--- src/rtl/counter_123_arb.sv ---
// counter_123_arb
//   Shares one registered (1,2,3) generalized parallel counter between NREQ
//   requesters. One requester is granted per cycle. Its operands and index
//   pass through the S1 operand/tag register. The counter result is written
//   into a show-ahead response FIFO that uses credit-based flow control.
//
//   Arbitration: with COUNTER_123_ARB_RR_EN defined, the grant is round-robin
//   from a priority pointer. Without it, the grant is fixed priority and the
//   lowest index wins.
//
// Ports
//   clk        rising-edge clock
//   rst_n      synchronous active-low reset
//   req_valid  per-requester operand valid
//   req_ready  per-requester accept (at most one bit high)
//   req_c0     weight-1 bits, requester i at [3i+2:3i]
//   req_c1     weight-2 bits, requester i at [2i+1:2i]
//   req_c2     weight-4 bit, requester i at [i]
//   rsp_valid  response FIFO head valid
//   rsp_ready  response consumer accept
//   rsp_o      counter result of the head entry (0..11)
//   rsp_id     requester index of the head entry
//   busy       registered; high while S1 or the FIFO holds an operation
//
// Handshake semantics: a transfer happens on a rising edge where valid and
// ready are both high. Valid never waits for ready. Ready may depend on
// valid. req_ready is derived only from req_valid and registered state, so
// rsp_ready has no combinational path to req_ready.

module counter_123_arb #(
   parameter int NREQ       = 4,
   parameter int FIFO_DEPTH = 4,
   parameter int ID_W       = $clog2(NREQ)
) (
   input  logic              clk,
   input  logic              rst_n,
   input  logic [NREQ-1:0]   req_valid,
   output logic [NREQ-1:0]   req_ready,
   input  logic [3*NREQ-1:0] req_c0,
   input  logic [2*NREQ-1:0] req_c1,
   input  logic [NREQ-1:0]   req_c2,
   output logic              rsp_valid,
   input  logic              rsp_ready,
   output logic [3:0]        rsp_o,
   output logic [ID_W-1:0]   rsp_id,
   output logic              busy
);

   localparam int CNT_W = $clog2(FIFO_DEPTH + 1);
   localparam int PTR_W = (FIFO_DEPTH > 1) ? $clog2(FIFO_DEPTH) : 1;

   // ---------------------------------------------------------------- arbiter
   logic            win_valid;
   logic [ID_W-1:0] win_id;

`ifdef COUNTER_123_ARB_RR_EN
   logic [ID_W-1:0] ptr;

   // Rotate the requests so that bit 0 is the pointer position. The first
   // set bit gives the offset from ptr. Adding the offset back and wrapping
   // at NREQ gives the winner.
   logic [2*NREQ-1:0] rr_dbl;
   logic [NREQ-1:0]   rr_rot;
   logic [ID_W-1:0]   rr_off;
   logic [ID_W:0]     rr_sum;

   always_comb begin
      rr_dbl    = {req_valid, req_valid} >> ptr;
      rr_rot    = rr_dbl[NREQ-1:0];
      rr_off    = '0;
      win_valid = 1'b0;
      for (int k = NREQ - 1; k >= 0; k--) begin
         if (rr_rot[k]) begin
            win_valid = 1'b1;
            rr_off    = ID_W'(k);
         end
      end
      rr_sum = {1'b0, ptr} + {1'b0, rr_off};
      if (rr_sum >= (ID_W + 1)'(NREQ)) begin
         rr_sum = rr_sum - (ID_W + 1)'(NREQ);
      end
      win_id = rr_sum[ID_W-1:0];
   end
`else
   always_comb begin
      win_valid = 1'b0;
      win_id    = '0;
      for (int k = NREQ - 1; k >= 0; k--) begin
         if (req_valid[k]) begin
            win_valid = 1'b1;
            win_id    = ID_W'(k);
         end
      end
   end
`endif

   // ------------------------------------------------------- credit / accept
   logic             s1_valid;
   logic [CNT_W-1:0] fifo_count;
   logic [CNT_W:0]   occupancy;
   logic             can_issue;
   logic             hs;

   // credit > 0 is the same as occupancy < FIFO_DEPTH. S1 is counted because
   // S1 is committed to a FIFO slot on the next edge.
   assign occupancy = {1'b0, fifo_count} + {{CNT_W{1'b0}}, s1_valid};
   assign can_issue = occupancy < (CNT_W + 1)'(FIFO_DEPTH);
   assign hs        = rst_n & can_issue & win_valid;

   always_comb begin
      req_ready = '0;
      if (hs) req_ready[win_id] = 1'b1;
   end

   // Select the operands of the winning requester.
   logic [2:0] sel_c0;
   logic [1:0] sel_c1;
   logic       sel_c2;

   always_comb begin
      sel_c0 = '0;
      sel_c1 = '0;
      sel_c2 = 1'b0;
      for (int k = 0; k < NREQ; k++) begin
         if (win_id == ID_W'(k)) begin
            sel_c0 = req_c0[3*k +: 3];
            sel_c1 = req_c1[2*k +: 2];
            sel_c2 = req_c2[k];
         end
      end
   end

   // ------------------------------------------------------- S1 and counter
   logic [2:0]      s1_c0;
   logic [1:0]      s1_c1;
   logic            s1_c2;
   logic [ID_W-1:0] s1_id;
   logic [3:0]      cnt_res;

   assign cnt_res = 4'(s1_c0[0]) + 4'(s1_c0[1]) + 4'(s1_c0[2])
                  + (4'(s1_c1[0]) << 1) + (4'(s1_c1[1]) << 1)
                  + (4'(s1_c2) << 2);

   // -------------------------------------------------------------- FIFO
   // The FIFO slot written from S1 acts as the S2 result/tag register. This
   // keeps handshake-to-rsp_valid latency at two cycles.
   logic [3:0]       mem_res [FIFO_DEPTH];
   logic [ID_W-1:0]  mem_id  [FIFO_DEPTH];
   logic [PTR_W-1:0] wr_ptr;
   logic [PTR_W-1:0] rd_ptr;
   logic             push;
   logic             pop;
   logic [CNT_W-1:0] count_next;

   assign rsp_valid = (fifo_count != '0);
   assign push      = s1_valid;
   assign pop       = rsp_valid & rsp_ready;
   assign rsp_o     = rsp_valid ? mem_res[rd_ptr] : 4'd0;
   assign rsp_id    = rsp_valid ? mem_id[rd_ptr] : '0;

   always_comb begin
      count_next = fifo_count;
      if (push && !pop) count_next = fifo_count + CNT_W'(1);
      if (!push && pop) count_next = fifo_count - CNT_W'(1);
   end

   function automatic logic [PTR_W-1:0] ptr_inc(input logic [PTR_W-1:0] p);
      return (p == PTR_W'(FIFO_DEPTH - 1)) ? '0 : p + PTR_W'(1);
   endfunction

   // Storage is data only. The valid state lives in fifo_count.
   always_ff @(posedge clk) begin
      if (push) begin
         mem_res[wr_ptr] <= cnt_res;
         mem_id[wr_ptr]  <= s1_id;
      end
   end

   always_ff @(posedge clk) begin
      if (!rst_n) begin
         s1_valid   <= 1'b0;
         s1_c0      <= '0;
         s1_c1      <= '0;
         s1_c2      <= 1'b0;
         s1_id      <= '0;
         fifo_count <= '0;
         wr_ptr     <= '0;
         rd_ptr     <= '0;
         busy       <= 1'b0;
      end else begin
         s1_valid <= hs;
         if (hs) begin
            s1_c0 <= sel_c0;
            s1_c1 <= sel_c1;
            s1_c2 <= sel_c2;
            s1_id <= win_id;
         end
         if (push) wr_ptr <= ptr_inc(wr_ptr);
         if (pop)  rd_ptr <= ptr_inc(rd_ptr);
         fifo_count <= count_next;
         // Next-cycle occupancy: S1 holds an op after hs, or the FIFO is non-empty.
         busy <= hs | (count_next != '0);
      end
   end

`ifdef COUNTER_123_ARB_RR_EN
   always_ff @(posedge clk) begin
      if (!rst_n) begin
         ptr <= '0;
      end else if (hs) begin
         ptr <= (win_id == ID_W'(NREQ - 1)) ? '0 : win_id + ID_W'(1);
      end
   end
`endif

endmodule

--- config.mk ---
export PLATFORM = sky130hd
export DESIGN_NAME = counter_123_arb
export DESIGN_NICKNAME = d
export VERILOG_FILES = /design/src/rtl/counter_123_arb.sv
export SDC_FILE = /design/constraint.sdc
export NUM_CORES = 1
export LEC_CHECK = 0
export ABC_AREA = 1
export ABC_CLOCK_PERIOD_IN_PS = 4400
export BUFFER_PORTS_ARGS = -buffer_cell sky130_fd_sc_hd__buf_4
export CAP_MARGIN = 20
export CORE_MARGIN = 3
export CORE_UTILIZATION = 59
export CTS_CLUSTER_DIAMETER = 200
export DETAILED_ROUTE_END_ITERATION = 6
export GPL_TIMING_DRIVEN = 1
export PLACE_DENSITY = 0.88
export SLEW_MARGIN = 20
export SYNTH_ARGS = -nofsm -noshare
export SYNTH_HDL_FRONTEND = slang
export SYNTH_SLANG_ARGS = --single-unit
export TNS_END_PERCENT = 20
--- constraint.sdc ---
create_clock -name clk -period 4.4 [get_ports clk]
set_input_delay 0.22 -clock clk [delete_from_list [all_inputs] [get_ports clk]]
set_output_delay 0.22 -clock clk [all_outputs]
set_load 0.1 [all_outputs]
==> flow_summary.json, run 1 <==
{
  "status": "finished, final reports clean",
  "critical_path_class": "flop to output pin",
  "crit_slowest_cell": "dfxtp_1",
  "r2r_cells": 4,
  "grt_pass1_vias": 1752,
  "tns_ns": 0,
  "yosys.area.top_type": "edfxtp_1",
  "nNetsFinal": 346,
  "seq_power_share_pct": 34.3,
  "grt_pass1_wl_um": 7470,
  "drc": 0,
  "syn-num-nets": 304,
  "timing.fmax_mhz": 506,
  "antenna_found_initial": 0,
  "hp-class": "input port to flop",
  "synth_cell_type_count": 27,
  "n_antenna_cell": 0,
  "hold_buffers": 0,
  "overflow": 0,
  "synth_top_flop_cell": "edfxtp_1",
  "drtIter0Drc": 53,
  "syn_inst": 262,
  "synth_top_area_share_pct": 31.9,
  "layout_worst_path_cycle_share_pct": 45.0,
  "syn_avg_cell_area_sq_um": 8.62,
  "htree_levels": 2,
  "core_area_sq_um": 3520,
  "vias": 1840,
  "hpwlAfterDp_um": 3360,
  "clock-sinks": 43,
  "pin_count": 43,
  "p_total_uw": 1630,
  "cts_tree": "done",
  "endpoint_kind": "output pin",
  "endpoint": "rsp_id[1]",
  "cp-start-kind": "flop",
  "synthTopCellsByCount": "nor2_1, nand2_1, inv_1",
  "post-route-min-period_ns": 1.98,
  "num_rows": 21,
  "start_util_pct": 64.1,
  "synthTopCellsByArea": "edfxtp_1, dfxtp_1, nor2_1, nand2_1, nand3_1",
  "regToRegStartpoint": "s1_c0[0]",
  "p_leak_uw": 0.00125,
  "die_width_um": 67.9,
  "swShare_pct": 47.1,
  "p_switching_uw": 770,
  "rr_endpoint": "mem_res[0][2]",
  "numCtsBuffers": 5,
  "power.internal_uw": 865,
  "layout_setup_ws_ns": 2.42,
  "synth-seq-area-share_pct": 48.8,
  "dp_worst_setup_slack_ns": 2.63,
  "post_cts_resized": 0,
  "cts.path.max_buffers": 2,
  "slowest_delay_ns": 0.61,
  "vias_per_cell": 5.24,
  "synth_edf_count": 24,
  "max-vdd-ir-drop_mv": 0.560,
  "stdcell_count": 351,
  "grt_max_degree": 17,
  "cts_root_buffer": "clkbuf_8",
  "clk_pin_slew_worst_paths_ns": 0.08,
  "ys_ff_latch": 43,
  "clock_latency_ns": 0.28,
  "worstHoldStart": "req_c0[10]",
  "combPwrFrac_pct": 47.6,
  "worstPathRequired_ns": 4.18,
  "dieArea_sq_um": 4610,
  "setup_viol_count_final": 0,
  "tightest_slew_ns": 0.559,
  "r2r_slack_ns": 2.68,
  "wirelength_um": 4400,
  "crit_arrival_ns": 1.76,
  "synthMostInstantiatedCell": "nor2_1",
  "grt_usage_pct": 21.3,
  "ys_warn_count": 0,
  "rsz0062_at_grt": "no",
  "fin_util_pct": 76.7,
  "synthArstFlopShare_pct": 0,
  "area_delta_synth_final_pct": 19.6,
  "path_cells": "inv_1, o21ai_0, a21oi_1, buf_4",
  "numPortBuffers": 42,
  "pwr_density_cell_nw_per_um2": 605,
  "worstPathMaxFanout": 13,
  "maxSlewHeadroom_pct": 62.7,
  "drtPass1Iterations": 4,
  "finalHoldViolCount": 0,
  "wl_per_cell_um": 12.5,
  "cts_setup_buffers": 0,
  "gp_congestion": 0.777,
  "finClkSkew_ns": 0.00596,
  "synth_area_sq_um": 2260,
  "place_inst": 343,
  "drive_above_1_share_pct": 21.6,
  "drv_slew": 0,
  "die_height_um": 67.9,
  "detail-route-antenna-nets": 0,
  "max-cap-violations": 0,
  "clockPowerShare_pct": 18.1
}
## kinds of logic after synthesis
family | after synthesis | share of synthesized area, %
buffers and inverters | 44 | 8.09
flip-flops | 43 | 48.8
AO/OA/AOI/OAI | 38 | 9.03
AND/OR/NAND/NOR | 125 | 27.0
XOR/XNOR | 1 | 0.388
adder cells (fa/ha/maj) | 11 | 6.76
## power groups by stage
stage,combinational (uW),sequential (uW),clock [uW]
after floorplan,603,575,0
final,778,561,295
after detailed placement,777,569,0
after global routing,840,572,316
after CTS,779,561,298
after global placement,758,565,0
## sequential cells by signal, indices dropped and copies added (netlist names), named ones only
| name | cells |
|---|---|
| wr_ptr | 2 |
| s1_c2 | 1 |
| mem_id | 8 |
| busy | 1 |
| push | 1 |
| s1_id | 2 |
| mem_res | 16 |
| s1_c1 | 2 |
| fifo_count | 3 |
| rd_ptr | 2 |
| s1_c0 | 3 |
## layout make-up
class / instances / area, sq um
Multi-Input combinational cell: 175 / 975
Clock inverter: 3 / 43.8
Tap cell: 46 / 57.6
Sequential cell: 43 / 1100
Timing Repair Buffer: 42 / 315
Inverter: 37 / 139
Clock buffer: 5 / 68.8
Fill cell: 248 / 821
## worst max-delay path, delay by kind of cell, from the launching register on
kind / cells / cell delay, ns
AOI/OAI and AO/OA: 2 / 0.34
buffers and inverters: 2 / 0.52
DFF: 1 / 0.61
## per-stage QoR
step	hold slack [ns]	instance area, sq um
floorplan	0.425	2260
global placement	0.457	2590
detailed placement	0.457	2590
CTS	0.247	2700
global route	0.271	2700
finish	0.254	2700
## routing by layer
| metal | wire, um | global-route usage [%] |
|---|---|---|
| met1 | 1950 | 25.8 |
| met2 | 2110 | 38.0 |
| met3 | 291 | 4.60 |
| met4 | 54 | 5.96 |
| met5 | 0 | 0 |
## cell usage in the layout (no fill, tap or decap), types with 2 or more instances in the layout
master	netlist	routed
buf_4	2	42
nor2_1	40	40
nand2_1	35	35
inv_1	34	34
nand3_1	26	26
edfxtp_1	24	24
o21ai_0	19	19
dfxtp_1	19	19
a21oi_1	16	16
ha_1	9	9
nor3_1	5	5
nand3_2	5	5
nand4_1	5	5
clkbuf_8	0	5
inv_2	3	3
nand2_2	3	3
or2_1	2	2
o211a_1	2	2
fa_1	2	2
## worst min-delay path by stage
| stage | depth (start not counted) | endpoint |
|---|---|---|
| after CTS | 4 | s1_c0[0] |
| after floorplan | 2 | wr_ptr[0] |
| after global routing | 2 | rd_ptr[0] |
| after detailed placement | 2 | s1_c0[2] |
| after global placement | 2 | s1_c0[2] |
| final | 4 | s1_c0[1] |
(Power assumes the default switching activity.)
==> inputs of run 2 (changes only) <==
--- a/config.mk
+++ b/config.mk
@@ -6,15 +6,15 @@
 export NUM_CORES = 1
 export LEC_CHECK = 0
 export ABC_AREA = 1
-export ABC_CLOCK_PERIOD_IN_PS = 4400
+export ABC_CLOCK_PERIOD_IN_PS = 1700
 export BUFFER_PORTS_ARGS = -buffer_cell sky130_fd_sc_hd__buf_4
 export CAP_MARGIN = 20
 export CORE_MARGIN = 3
-export CORE_UTILIZATION = 59
+export CORE_UTILIZATION = 49
 export CTS_CLUSTER_DIAMETER = 200
 export DETAILED_ROUTE_END_ITERATION = 6
 export GPL_TIMING_DRIVEN = 1
-export PLACE_DENSITY = 0.88
+export PLACE_DENSITY = 0.79
 export SLEW_MARGIN = 20
 export SYNTH_ARGS = -nofsm -noshare
 export SYNTH_HDL_FRONTEND = slang
==> constraint.sdc (replaced) <==
create_clock -name clk -period 1.7 [get_ports clk]
set_input_delay 0.085 -clock clk [delete_from_list [all_inputs] [get_ports clk]]
set_output_delay 0.085 -clock clk [all_outputs]
set_load 0.1 [all_outputs]
==> run 2 against run 1 <==
  * Worst hold slack lost 0.14 ns
  * Register-to-register slack worse by 2.6 ns
  * First-iteration DRC count up 75%
  * Clock-buffer cell count is the same
  * Flip-flop and latch count stayed put
  * Final cell count rose by 4.3%
  * Global-route usage is 4.0 points lower
  * Combinational power increased to 2.9 times the previous value
  * Critical path type is now flop to flop
==> flow_summary.json, run 2 (same netlist as run 1, synthesis figures left out) <==
{
  "cts_root_buffer": "clkbuf_8",
  "p_switching_uw": 2050,
  "gp_congestion": 0.762,
  "die_height_um": 73.9,
  "fin_util_pct": 65.1,
  "clockPowerShare_pct": 17.1,
  "hpwlAfterDp_um": 3390,
  "largest_reg_flops": 16,
  "grt_max_degree": 17,
  "pin_count": 43,
  "path_cells": "inv_1, fa_2, fa_1, xnor2_2",
  "htree_levels": 2,
  "layout_common_cells": "buf_4, nor2_1, nand2_1",
  "wirelength_um": 4350,
  "crit_slowest_cell": "fa_1",
  "nNetsFinal": 355,
  "die_width_um": 73.9,
  "grt_usage_pct": 17.3,
  "whs_ns": 0.112,
  "core_area_sq_um": 4410,
  "overflow": 0,
  "drtPass1Iterations": 4,
  "max-cap-violations": 0,
  "numCtsBuffers": 5,
  "finalHoldViolCount": 0,
  "drc": 0,
  "worstPathMaxFanout": 4,
  "multiInputGateArea_sq_um": 1030,
  "num_rows": 24,
  "power.internal_uw": 2400,
  "finClkSkew_ns": 0.00290,
  "reg_top3": "mem_res x16, mem_id x8",
  "slowest_delay_ns": 0.42,
  "start_util_pct": 51.2,
  "timing.fmax_mhz": 617,
  "dieArea_sq_um": 5460,
  "post-route-min-period_ns": 1.62,
  "drive_above_1_share_pct": 28.3,
  "top_register": "mem_res",
  "swShare_pct": 46.1,
  "drv_slew": 0,
  "maxSlewHeadroom_pct": 72.6,
  "cp-start-kind": "flop",
  "layout.area.seq_sq_um": 1100,
  "cts_tree": "done",
  "place_inst": 353,
  "hp-class": "input port to flop",
  "nFillCells": 368,
  "stdcell_count": 366,
  "vias": 1836,
  "tightest_slew_ns": 0.407,
  "clk_pin_slew_worst_paths_ns": 0.07,
  "antenna_found_initial": 0,
  "critical_path_class": "flop to flop",
  "detail-route-antenna-nets": 0,
  "grt_pass1_vias": 1656,
  "grt_pass1_wl_um": 7170,
  "layout_worst_path_cycle_share_pct": 95.3,
  "setup_viol_count_final": 0,
  "area_delta_synth_final_pct": 27.1,
  "clock_latency_ns": 0.29,
  "crit_arrival_ns": 1.65,
  "combPwrFrac_pct": 50.9,
  "vias_per_cell": 5.02,
  "r2r_cells": 4,
  "status": "finished, final reports clean",
  "hold_depth": 4,
  "numPortBuffers": 42,
  "final_common_cell": "buf_4",
  "cts.path.max_buffers": 2,
  "n_antenna_cell": 0,
  "p_total_uw": 4440,
  "max-vdd-ir-drop_mv": 1.13,
  "wl_per_cell_um": 11.9,
  "drtIter0Drc": 93,
  "endpoint_kind": "flop",
  "p_leak_uw": 0.00132,
  "worstPathRequired_ns": 1.73,
  "seq_power_share_pct": 32.0,
  "pwr_density_cell_nw_per_um2": 1550,
  "clock-sinks": 43
}
## run 2: changes by cell type in the layout (fill, tap and decap cells not counted), moves of 2 or more
| cell | before | now |
|---|---|---|
| nor3_1 | 5 | 2 |
| nor3_2 | 0 | 3 |
| buf_6 | 0 | 8 |
| nor2_1 | 40 | 38 |
| a21oi_1 | 16 | 10 |
| a21oi_2 | 0 | 6 |
## run 2: per-stage QoR
stage          setup WS [ns]  TNS, ns  instance area [sq um]
6_report              0.0794        0                   2870
5_1_grt              -0.0378  -0.0617                   2870
4_1_cts               0.0161        0                   2790
3_5_place_dp          0.0387        0                   2670
3_3_place_gp          0.0640        0                   2670
2_1_floorplan         -0.366    -1.55                   2300
## run 2: power groups by stage
stage	Combinational (uW)	Sequential [uW]	Clock [uW]
floorplan	1630	1490	0
global placement	2090	1430	0
detailed placement	2120	1440	0
CTS	2150	1420	784
global route	2440	1440	831
finish	2260	1420	761
## run 2: critical path, delay by kind of cell (launching register included)
family | cells | cell delay, ns
buffers and inverters | 1 | 0.06
DFF | 1 | 0.33
adders and majority gates | 2 | 0.81
xor gates and xnor gates | 1 | 0.17
## run 2: final timing paths
path	endpoint	start	slack (ns)
worst min-delay path	s1_c0[0]	req_c0[9]	0.11
worst max register to register	mem_res[0][2]	s1_c0[0]	0.08
worst min register to register	s1_c0[2]	s1_c0[2]	0.47
worst max-delay path	mem_res[0][2]	s1_c0[0]	0.08
## run 2: per-layer routing
layer	vias up	wire length (um)	track usage (%)
met1	810	1920	21.2
met4	0	28	5.63
met5	-	0	0
met3	4	274	5.75
met2	56	2140	28.5
li1	966	-	-
## run 2: area by class of cell
| cell class | instances | share of cell area, % |
|---|---|---|
| inverters | 37 | 4.84 |
| flip-flops and latches | 43 | 38.4 |
| multi-input cells | 175 | 35.9 |
| repair buffers | 51 | 14.6 |
| clock buffers | 5 | 2.40 |
| well taps | 52 | 2.27 |
| clock inverters | 3 | 1.53 |
## run 2: repair_timing
item / CTS / global route
gates resized for setup: 2 / 13
gates cloned: 0 / 0
pin swaps: 0 / 1
setup endpoints to repair: 6 / 19
buffers inserted: 0 / 5
hold buffers: 0 / 0
